$ cat src/rtl/reaction_round_ctrl.sv
// Best-of-ROUNDS reaction game sequencer: random pre-delay, ms reaction
// timing, false-start retry, per-round result hold and best-time tracking.
module reaction_round_ctrl #(
  parameter int CYCLES_PER_MS = 100000,
  parameter int MIN_DELAY_MS  = 1000,
  parameter int RAND_BITS     = 10,
  parameter int RXN_MAX_MS    = 9999,
  parameter int SHOW_MS       = 2000,
  parameter int ROUNDS        = 3,
  parameter int TIME_W        = 14
) (
  input  logic                       clk,
  input  logic                       rst,
  input  logic                       start,
  input  logic                       btn,
  output logic                       delay_flag,
  output logic                       led_flag,
  output logic                       rxn_flag,
  output logic                       false_start,
  output logic                       done,
  output logic [$clog2(ROUNDS+1)-1:0] round_num,
  output logic [TIME_W-1:0]          rxn_ms,
  output logic [TIME_W-1:0]          best_ms
);

  localparam int RW = $clog2(ROUNDS + 1);
  localparam int PW = (CYCLES_PER_MS > 1) ? $clog2(CYCLES_PER_MS) : 1;
  localparam int DW = $clog2(MIN_DELAY_MS + (1 << RAND_BITS) + 1);
  localparam int SW = $clog2(SHOW_MS + 1);

  localparam logic [PW-1:0]     P_LAST = PW'(CYCLES_PER_MS - 1);
  localparam logic [TIME_W-1:0] T_MAX  = TIME_W'(RXN_MAX_MS);
  localparam logic [DW-1:0]     D_MIN  = DW'(MIN_DELAY_MS);
  localparam logic [SW-1:0]     S_LEN  = SW'(SHOW_MS);
  localparam logic [RW-1:0]     R_LAST = RW'(ROUNDS - 1);

  // Encoding bits map straight onto the output flags:
  // {arm, delay, led, rxn, false_start, done}
  typedef enum logic [5:0] {
    IDLE        = 6'b000000,
    ARM         = 6'b100000,
    WAIT_DELAY  = 6'b010000,
    LED_ON      = 6'b001000,
    SHOW_ROUND  = 6'b000100,
    FALSE_START = 6'b000010,
    DONE        = 6'b000101
  } state_t;

  state_t              state;
  logic [15:0]         lfsr;
  logic                btn_q;
  logic [PW-1:0]       presc;
  logic [DW-1:0]       delay_cnt;
  logic [TIME_W-1:0]   rxn_cnt;
  logic [SW-1:0]       show_cnt;
  logic                tick;
  logic                press;

  assign tick  = (presc == P_LAST);
  assign press = btn & ~btn_q;

  assign delay_flag  = state[4];
  assign led_flag    = state[3];
  assign rxn_flag    = state[2];
  assign false_start = state[1];
  assign done        = state[0];

  always_ff @(posedge clk) begin
    if (rst) begin
      state     <= IDLE;
      round_num <= '0;
      rxn_ms    <= '0;
      best_ms   <= '0;
      presc     <= '0;
      btn_q     <= 1'b0;
      lfsr      <= 16'hACE1;
      delay_cnt <= '0;
      rxn_cnt   <= '0;
      show_cnt  <= '0;
    end else begin
      lfsr  <= {lfsr[14:0],
                lfsr[15] ^ lfsr[13] ^ lfsr[12] ^ lfsr[10]};
      btn_q <= btn;
      presc <= tick ? '0 : presc + 1'b1;

      case (state)
        IDLE: begin
          if (start) begin
            state     <= ARM;
            rxn_ms    <= '0;
            round_num <= '0;
            best_ms   <= T_MAX;
          end
        end

        ARM: begin
          delay_cnt <= D_MIN + DW'(lfsr[RAND_BITS-1:0]);
          presc     <= '0;
          state     <= WAIT_DELAY;
        end

        WAIT_DELAY: begin
          if (press) begin
            presc    <= '0;
            show_cnt <= S_LEN;
            state    <= FALSE_START;
          end else if (tick) begin
            if (delay_cnt == DW'(1)) begin
              presc   <= '0;
              rxn_cnt <= '0;
              state   <= LED_ON;
            end else begin
              delay_cnt <= delay_cnt - 1'b1;
            end
          end
        end

        LED_ON: begin
          // A press on a tick captures the pre-increment count.
          if (press || rxn_cnt == T_MAX) begin
            rxn_ms   <= rxn_cnt;
            best_ms  <= (rxn_cnt < best_ms) ? rxn_cnt : best_ms;
            presc    <= '0;
            show_cnt <= S_LEN;
            state    <= SHOW_ROUND;
          end else if (tick) begin
            rxn_cnt <= rxn_cnt + 1'b1;
          end
        end

        SHOW_ROUND: begin
          if (tick) begin
            if (show_cnt == SW'(1)) begin
              if (round_num == R_LAST) begin
                state <= DONE;
              end else begin
                round_num <= round_num + 1'b1;
                state     <= ARM;
              end
            end else begin
              show_cnt <= show_cnt - 1'b1;
            end
          end
        end

        FALSE_START: begin
          if (tick) begin
            if (show_cnt == SW'(1)) begin
              state <= ARM;
            end else begin
              show_cnt <= show_cnt - 1'b1;
            end
          end
        end

        DONE: begin
          if (start) begin
            state     <= ARM;
            round_num <= '0;
            best_ms   <= T_MAX;
            rxn_ms    <= '0;
          end
        end

        default: state <= IDLE;
      endcase
    end
  end

endmodule

$ cat config.mk
export PLATFORM = sky130hd
export DESIGN_NAME = reaction_round_ctrl
export DESIGN_NICKNAME = d
export VERILOG_FILES = /design/src/rtl/reaction_round_ctrl.sv
export SDC_FILE = /design/constraint.sdc
export NUM_CORES = 1
export LEC_CHECK = 0
export CAP_MARGIN = 30
export CELL_PAD_IN_SITES_DETAIL_PLACEMENT = 0
export CELL_PAD_IN_SITES_GLOBAL_PLACEMENT = 1
export CORE_MARGIN = 10
export CORE_UTILIZATION = 48
export CTS_CLUSTER_SIZE = 30
export DETAILED_ROUTE_END_ITERATION = 10
export DONT_BUFFER_PORTS = 1
export GPL_TIMING_DRIVEN = 0
export PLACE_DENSITY_LB_ADDON = 0.1
export SYNTH_ARGS = -nofsm -noshare
export SYNTH_HDL_FRONTEND = slang
export SYNTH_SLANG_ARGS = --single-unit
$ cat constraint.sdc
create_clock -name clk -period 2.95 [get_ports clk]
set_clock_uncertainty 0.1 [all_clocks]
set_input_delay 0.885 -clock clk [delete_from_list [all_inputs] [get_ports clk]]
set_output_delay 0.885 -clock clk [all_outputs]
set_load 0.03 [all_outputs]
### After elaboration in Yosys (flattened, before gate mapping)

Index checks and enable logic that the tools add are counted.

| word-level totals | value |
|---|---|
| output and inout port bits | 35 |
| register bits | 106 |
| logic and storage cells | 112 |
| input bits | 4 |

| cells by class | value |
|---|---|
| mux-type cells | 44 |
| equality and inequality tests | 30 |
| order comparisons | 1 |
| add/sub/neg operators | 6 |
| bitwise operators | 5 |
| reduce and logical (&&, ||, !) cells | 16 |

Operators by type and width:

| operator | number |
|---|---|
| two-way mux 14 bit | 10 |
| two-way mux 17 bit | 5 |
| one-hot mux 14 bit (2 select lines) | 3 |
| two-way mux 11 bit | 7 |
| two-way mux 6 bit | 10 |
| one-hot mux 17 bit (3 select lines) | 1 |
| one-hot mux 6 bit (6 select lines) | 1 |
| one-hot mux 11 bit (3 select lines) | 1 |
| inequality test 2 bit, second input constant | 15 |
| == test 11 x 1 -> 1 bit, second input constant | 2 |
| one-hot mux 11 bit (2 select lines) | 1 |
| subtractor 11 x 1 -> 11 bit, second input constant | 2 |
| adder 17 x 1 -> 17 bit, second input constant | 1 |
| == test 17 bit, second input constant | 1 |
| adder 14 x 1 -> 14 bit, second input constant | 1 |
| == test 14 bit, second input constant | 1 |
| less-than comparator 14 bit | 1 |
| == test 6 x 3 -> 1 bit, second input constant | 2 |
| adder 10 x 10 -> 11 bit, first input constant | 1 |
| AND reduction 5 bit | 2 |
| two-way mux 2 bit | 4 |
| AND reduction 4 bit | 2 |
| AND reduction 8 bit | 1 |
| nonzero test 2 bit | 4 |
| 18 further kinds | 23 |

### Depth between registers and ports, before layout

Gate-level depths: netlist of run 1.

| depth | value |
|---|---|
| word-level depth | 6 |
| depth in mapped cells | 10 |
| mapped depth without buffers | 8 |

### Worst setup path before layout of run 1

Ideal clock, no wire load.

| path | value |
|---|---|
| path kind | flip-flop to flip-flop |
| start | reg best_ms[2] |
| end | reg best_ms[0] |
| arrival time | 2.312 ns |
| setup slack | 0.416 ns |
| library setup time | 0.122 ns |
| cell stages (with the launch flop) | 9 |
| period minus slack after synthesis | 2.534 ns |
| data required time | 2.728 ns |
| buffers on the path | 0 |
| cell sequence | dfxtp_1 -> inv_1 -> ha_1 -> a21o_1 -> a31oi_1 -> o21ai_0 -> a2111oi_4 -> o21ai_1 -> o311a_1 |

| on the way | value |
|---|---|
| word-level cells in the longest chain between the ends | 3 |

Ends and longest elaborated chain:

| what | line | RTL |
|---|---|---|
| from (decl) | 23 | `output logic [TIME_W-1:0] best_ms` |
| from (signal assigned) | 122 | `best_ms <= (rxn_cnt < best_ms) ? rxn_cnt : best_ms;` |
| less-than comparator 14 bit | 122 |  |
| inequality test 2 bit (no line) | n/a |  |
| AND reduction 4 bit (no line) | n/a |  |

Every way passes these cells.
A chain may end at the register's enable or synchronous reset.

### Worst setup path in the final report of run 1

| path | value |
|---|---|
| start | reg state[2] |
| end | reg rxn_cnt[5] |

| on the way | value |
|---|---|
| word-level cells in the longest chain between the ends | 3 |
| elaborated cells on any way between the ends | 10 |
| those cells by class | 7 x eq/ne; 1 x mux; 2 x reduce/logical |

Ends and longest elaborated chain:

| what | line | RTL |
|---|---|---|
| from (decl) | 49 | `state_t state;` |
| from (signal assigned) | 70 | `state <= IDLE;` |
| from (signal assigned) | 89 | `state <= ARM;` |
| from (signal assigned) | 99 | `state <= WAIT_DELAY;` |
| == test 6 x 4 -> 1 bit / == test 6 x 5 -> 1 bit (equally long branches) | 86 | `case (state)` |
| inequality test 2 bit (no line) / nonzero test 2 bit (equally long branches) | n/a |  |
| AND reduction 6 bit (no line) | n/a |  |
| to (signal assigned) | 127 | `rxn_cnt <= rxn_cnt + 1'b1;` |
| to (decl) | 54 | `logic [TIME_W-1:0] rxn_cnt;` |

Several ways; a longest one is shown, not always the timed one.

==> results of run 1 <==
==> report_power, final <==
part	leakage [nW]	internal, mW	switching, mW
Sequential	0.863	1.60	0.268
Combinational	1.18	0.547	1.02
Clock	0.0810	0.330	0.507
Total	2.12	2.48	1.79
==> synthesized netlist by cell type (3+ instances only) <==
library cell    n  share of area [%]
a21o_1          3               0.43
a21oi_1        60                5.7
a22oi_1         4               0.57
and3_1         14                1.7
and4_1          4               0.66
buf_2           9               0.85
clkbuf_1       23                1.6
dfxtp_1       106                 40
ha_1           22                5.2
inv_1          26                1.8
nand2_1        39                2.8
nand2b_1        5               0.59
nand3_1        32                3.0
nand4_1        15                1.8
nor2_1         74                5.2
nor2b_1        12                1.4
nor3_1         16                1.5
nor4_1          9                1.1
nor4b_1         3               0.50
o21a_1          3               0.43
o21ai_0        20                1.9
o311a_1         9                1.7
o31ai_1        15                2.1
or2_2          11                1.3
or3_1           7               0.83
or4_1           3               0.43
xnor2_1        15                2.5
xor2_1         30                5.0
==> metal layers <==
layer | global-route usage (%) | vias to the layer above | routed length [um]
li1 | - | 2245 | -
met5 | 0 | - | 0
met3 | 5.07 | 22 | 733
met1 | 19.3 | 2126 | 5680
met4 | 6.03 | 0 | 320
met2 | 27.0 | 85 | 6310
==> worst paths after layout <==
path | end | cells after the start
setup / recovery | rxn_cnt[5] | 8
hold / removal | lfsr[15] | 1
setup reg to reg | rxn_cnt[5] | 8
hold reg to reg | lfsr[15] | 1
==> timing repair <==
action | 4_1_cts | 5_1_grt
endpoints found under the setup margin | 0 | 38
setup buffers | 0 | 2
resized for setup | 0 | 7
==> kinds of logic (layout without fill, tap and decap cells) <==
| kind of cell | Yosys count | count (layout) | synth area share, % |
|---|---|---|---|
| AND/OR/NAND/NOR | 258 | 258 | 25.5 |
| AO/OA/AOI/OAI | 134 | 134 | 16.7 |
| flip-flops | 106 | 106 | 40.1 |
| buffers and inverters | 61 | 79 | 4.68 |
| XOR/XNOR | 45 | 45 | 7.45 |
| adder cells (fa/ha/maj) | 22 | 22 | 5.20 |
| multiplexers | 2 | 2 | 0.378 |
==> final cells by class <==
class	instances	area [um2]	area share, %
inverter	26	97.6	1.71
clock inverter	5	40.0	0.703
buffer	35	150	2.64
tap	140	175	3.08
timing repair buffer	3	20.0	0.352
clock buffer	10	138	2.42
multi-input combinational	461	2950	51.8
sequential	106	2120	37.3
==> flip-flops by register name, indices dropped and copies added, names as in the netlist <==
signal	flops
delay_cnt	11
presc	17
best_ms	14
rxn_ms	14
show_cnt	11
round_num	2
lfsr	16
state	6
btn_q	1
rxn_cnt	14
==> metrics by stage <==
| stage | utilization, % | hold WS [ns] |
|---|---|---|
| finish | 52.8 | 0.327 |
| global route | 52.8 | 0.346 |
| CTS | 52.3 | 0.334 |
| detailed placement | 50.7 | 0.307 |
| global placement | 50.6 | 0.297 |
| floorplan | - | 0.289 |
==> worst register-to-register path, delay by kind of cell, from the launching register on <==
family / cells / cell delay [ns]
XOR/XNOR: 1 / 0.11
flip-flops: 1 / 0.63
AND/OR/NAND/NOR: 2 / 0.32
AO/OA/AOI/OAI: 3 / 0.80
buffers and inverters: 2 / 0.70
==> impl_metrics.tcl, run 1 <==
set metrics [dict create \
    overflow 0 \
    cpPeakStageDelay_ns 0.63 \
    synth_flop_cell "dfxtp_1" \
    netlist_instances 628 \
    final_cells 786 \
    dieArea_um2 15600 \
    synth_sequential_area_ratio_pct 40.1 \
    ys.warnings.count 0 \
    numPortBuffers 0 \
    cp_slowest_cell "dfxtp_1" \
    drtIter0Drc 313 \
    fp.dieW_um 125 \
    status "complete, no violations" \
    wl_per_cell_um 16.6 \
    final_cell_mix "dfxtp_1 (106), nor2_1 (72), a21oi_1 (60), nand2_1 (39), nand3_1 (32)" \
    fin_crit_ns 2.77 \
    grt_pass1_wl_um 21500 \
    syn_avg_cell_area_um2 8.43 \
    area_growth_pct 7.61 \
    syn_area_um2 5290 \
    layout_commonest_cell "dfxtp_1" \
    grt_pass1_vias 4229 \
    grt_usage_pct 16.3 \
    drtAntennaViolNets 0 \
    rr_startpoint "state[2]" \
    worstSetupStartpointType "register" \
    crit_start "state[2]" \
    dp_slack_ns 0.0257 \
    synth-edff-count 0 \
    remaining_drc_errors 0 \
    diodes 0 \
    cts_tree "yes" \
    stdcell_area_um2 5690 \
    clk_latency_ns 0.39 \
    core-area_um2 10800 \
    max_freq_ghz 0.362 \
    final.setup.worst_slack_ns 0.184 \
    power_mw 4.27 \
    maxCapViolCount 0 \
    synth-seq-cells 106 \
    crit_required_ns 3.12 \
    min_from "lfsr[14]" \
    rsz0062_at_grt "false" \
    clock_sinks 106 \
    async_flop_share_pct 0 \
    synth_cell_types 56 \
    tightest_slew_ns 0.703 \
    drt-total-wl_um 13000 \
    viasPerCell 5.70 \
    firstDrtPassIters 4 \
    root_buffer "clkbuf_8" \
    crit_path_end_kind "register" \
    cellLeakagePower_nw 2.12 \
    syn_nets 654 \
    setup_viol 0 \
    period_share_pct 93.8 \
    rows 38 \
    final_nets 668 \
    layout-drive-gt1-share_pct 8.36 \
    grt_max_degree 18 \
    r2r_setup_slack_ns 0.18 \
    vias 4478 \
    slew_headroom_pct 52.7 \
    path_cells "clkbuf_1, xor2_1, and3_1, o21ai_0, o2111ai_2, o31ai_2, buf_2, nor2_1" \
    initial_core_util_pct 49.0 \
    crit_family "compound AO/OA/AOI/OAI gates" \
    worst-setup-path-type "reg -> reg" \
    ir_worst_vdd_mv 0.510 \
    cts_hold_buffers 0 \
    antenna_found_initial 0 \
    die_h_um 125 \
    gp_congestion 0.863 \
    finalSetupTns_ns 0 \
    cp_max_fo 10 \
    htreeDepth 3 \
    clkTransAtPathRegs_ns 0.10 \
    place_area_um2 5470 \
    clockBufferDepth 2 \
    numCtsBuffers 9 \
    p_per_area_nw_per_um2 750 \
    n_fill_cell 1049 \
    cp_num_buf_inv 2 \
    boundaryPins 39 \
    maxSlewViolCount 0 \
    min_path_type "reg -> reg" \
    hold_viol_final 0 \
    place_hpwl_um 9720 \
    worstPathArrival_ns 2.94 \
    place_inst 769 \
]
(Power assumes the default switching activity.)
==> run 2: changes to the inputs <==
--- a/config.mk
+++ b/config.mk
@@ -5,6 +5,7 @@
 export SDC_FILE = /design/constraint.sdc
 export NUM_CORES = 1
 export LEC_CHECK = 0
+export ABC_CLOCK_PERIOD_IN_PS = 2950
 export CAP_MARGIN = 30
 export CELL_PAD_IN_SITES_DETAIL_PLACEMENT = 0
 export CELL_PAD_IN_SITES_GLOBAL_PLACEMENT = 1
==> constraint.sdc (replaced) <==
create_clock -name clk -period 2.95 [get_ports clk]
set_clock_uncertainty 0.1 [all_clocks]
set_input_delay 0.885 -clock clk [delete_from_list [all_inputs] [get_ports clk]]
set_output_delay 0.885 -clock clk [all_outputs]
set_load 0.05 [all_outputs]
==> run 2 against run 1 <==
Net effect:
- count of clock-buffer cells in the layout unchanged
- final area increased by 0.31%
- sequential share of layout area up 0.19 points
- clock power barely moved
- non-clock buffer count is the same
- via count rose by 1.1%
- sequential power is 5% higher
- hold slack hardly changed
- combinational power about the same
- critical path type unchanged
- largest cell class unchanged
==> impl_metrics.tcl, run 2 (same netlist as run 1, synthesis figures left out) <==
set metrics [dict create \
    status "complete, no violations" \
    numPortBuffers 0 \
    clockBufferDepth 2 \
    layout-drive-gt1-share_pct 10.5 \
    cpPeakStageDelay_ns 0.85 \
    grt_pass1_wl_um 21500 \
    antenna_found_initial 0 \
    tightest_slew_ns 0.790 \
    diodes 0 \
    gp_congestion 0.863 \
    vias 4528 \
    wl_per_cell_um 16.7 \
    final_nets 668 \
    reg_top3 "presc (17), lfsr (16)" \
    p_per_area_nw_per_um2 767 \
    layout_commonest_cell "dfxtp_1" \
    grt_usage_pct 16.3 \
    final_cell_mix "dfxtp_1 (92), nor2_1 (72), a21oi_1 (60), nand2_1 (39), nand3_1 (32)" \
    cellLeakagePower_nw 2.13 \
    area_growth_pct 7.95 \
    initial_core_util_pct 49.0 \
    worst-setup-path-type "reg -> reg" \
    cts_hold_buffers 0 \
    r2r_setup_slack_ns 0.18 \
    maxSlewViolCount 0 \
    worstSetupStartpointType "register" \
    largest-register "presc" \
    ir_worst_vdd_mv 0.511 \
    rsz0062_at_grt "false" \
    clk_latency_ns 0.39 \
    power_mw 4.38 \
    min_path_type "reg -> reg" \
    remaining_drc_errors 0 \
    root_buffer "clkbuf_8" \
    path_cells "nor2b_1, and2_1, a2111oi_4, buf_4, nand3b_1, or3_1, a21oi_1" \
    hold_viol_final 0 \
    core-area_um2 10800 \
    slew_headroom_pct 47.3 \
    cp_slowest_cell "dfxtp_1" \
    grt_pass1_vias 4234 \
    drtAntennaViolNets 0 \
    maxCapViolCount 0 \
    boundaryPins 39 \
    crit_path_end_kind "register" \
    htreeDepth 3 \
    crit_required_ns 3.18 \
    max_freq_ghz 0.361 \
    rows 38 \
    numCtsBuffers 9 \
    fin_crit_ns 2.77 \
    timing.hold.ws_ns 0.327 \
    worstPathArrival_ns 3.00 \
    fp.dieW_um 125 \
    drtIter0Drc 321 \
    period_share_pct 93.8 \
    setup_viol 0 \
    clock_sinks 106 \
    largest_reg_flops 17 \
    drt-total-wl_um 13100 \
    grt_max_degree 18 \
    cts_tree "yes" \
    overflow 0 \
    dieArea_um2 15600 \
    cp_max_fo 10 \
    place_hpwl_um 9720 \
    die_h_um 125 \
    n_fill_cell 1040 \
    firstDrtPassIters 5 \
    viasPerCell 5.76 \
    clkTransAtPathRegs_ns 0.10 \
]
[run 2: changes by cell type in the layout (fill, tap and decap cells not counted)]
cell / change
dfxtp_2: +14
o21ai_0: -1
o21ai_1: +1
dfxtp_1: -14
[run 2: worst paths after layout]
check / start / endpoint / depth (start not counted)
worst max-delay path: state[3] / rxn_cnt[13] / 7
worst min-delay path: lfsr[14] / lfsr[15] / 1
worst max register to register: state[3] / rxn_cnt[13] / 7
worst min register to register: lfsr[14] / lfsr[15] / 1
[run 2: worst max-delay path: cells and delay by family (launching register included)]
kind            cells  cell delay, ns
compound gates      2            0.51
buf+inv             1            0.24
flops               1            0.85
simple gates        4            1.02
[run 2: per-stage QoR]
| stage | instance area (um2) | std cells | util [%] | setup WS [ns] | setup TNS (ns) |
|---|---|---|---|---|---|
| after global placement | 5470 | 768 | 50.6 | -0.0863 | -0.660 |
| after detailed placement | 5470 | 769 | 50.7 | -0.123 | -0.994 |
| after floorplan | 5290 | 628 | - | 0.263 | 0 |
| after CTS | 5670 | 784 | 52.5 | 0.0182 | 0 |
| after global routing | 5710 | 786 | 52.9 | 0.0102 | 0 |
| final | 5710 | 786 | 52.9 | 0.182 | 0 |
[run 2: power breakdown]
part           internal [mW]  leakage (nW)  switching (mW)
clock network          0.330        0.0810           0.510
logic                  0.548          1.18            1.02
registers               1.61         0.869           0.363
total                   2.49          2.13            1.90
[run 2: cell type report]
class | instances | area [um2] | area share [%]
clock buffer | 10 | 138 | 2.41
sequential | 106 | 2140 | 37.5
clock inverter | 5 | 40.0 | 0.701
timing repair buffer | 3 | 20.0 | 0.350
multi-input combinational | 461 | 2950 | 51.7
buffer | 35 | 150 | 2.63
tap | 140 | 175 | 3.07
inverter | 26 | 97.6 | 1.71
[run 2: repair_timing]
action | 4_1_cts | 5_1_grt
pin swaps | 0 | 3
setup buffers | 0 | 2
resized for setup | 10 | 12
setup endpoints to repair | 22 | 47
[run 2: per-layer routing]
| layer | GRT usage [%] | vias to the layer above | share of wire [%] |
|---|---|---|---|
| met3 | 5.07 | 22 | 5.4 |
| met1 | 19.3 | 2162 | 43 |
| met4 | 6.03 | 0 | 2.4 |
| met2 | 27.1 | 99 | 49 |
| li1 | - | 2245 | - |
| met5 | 0 | - | 0 |
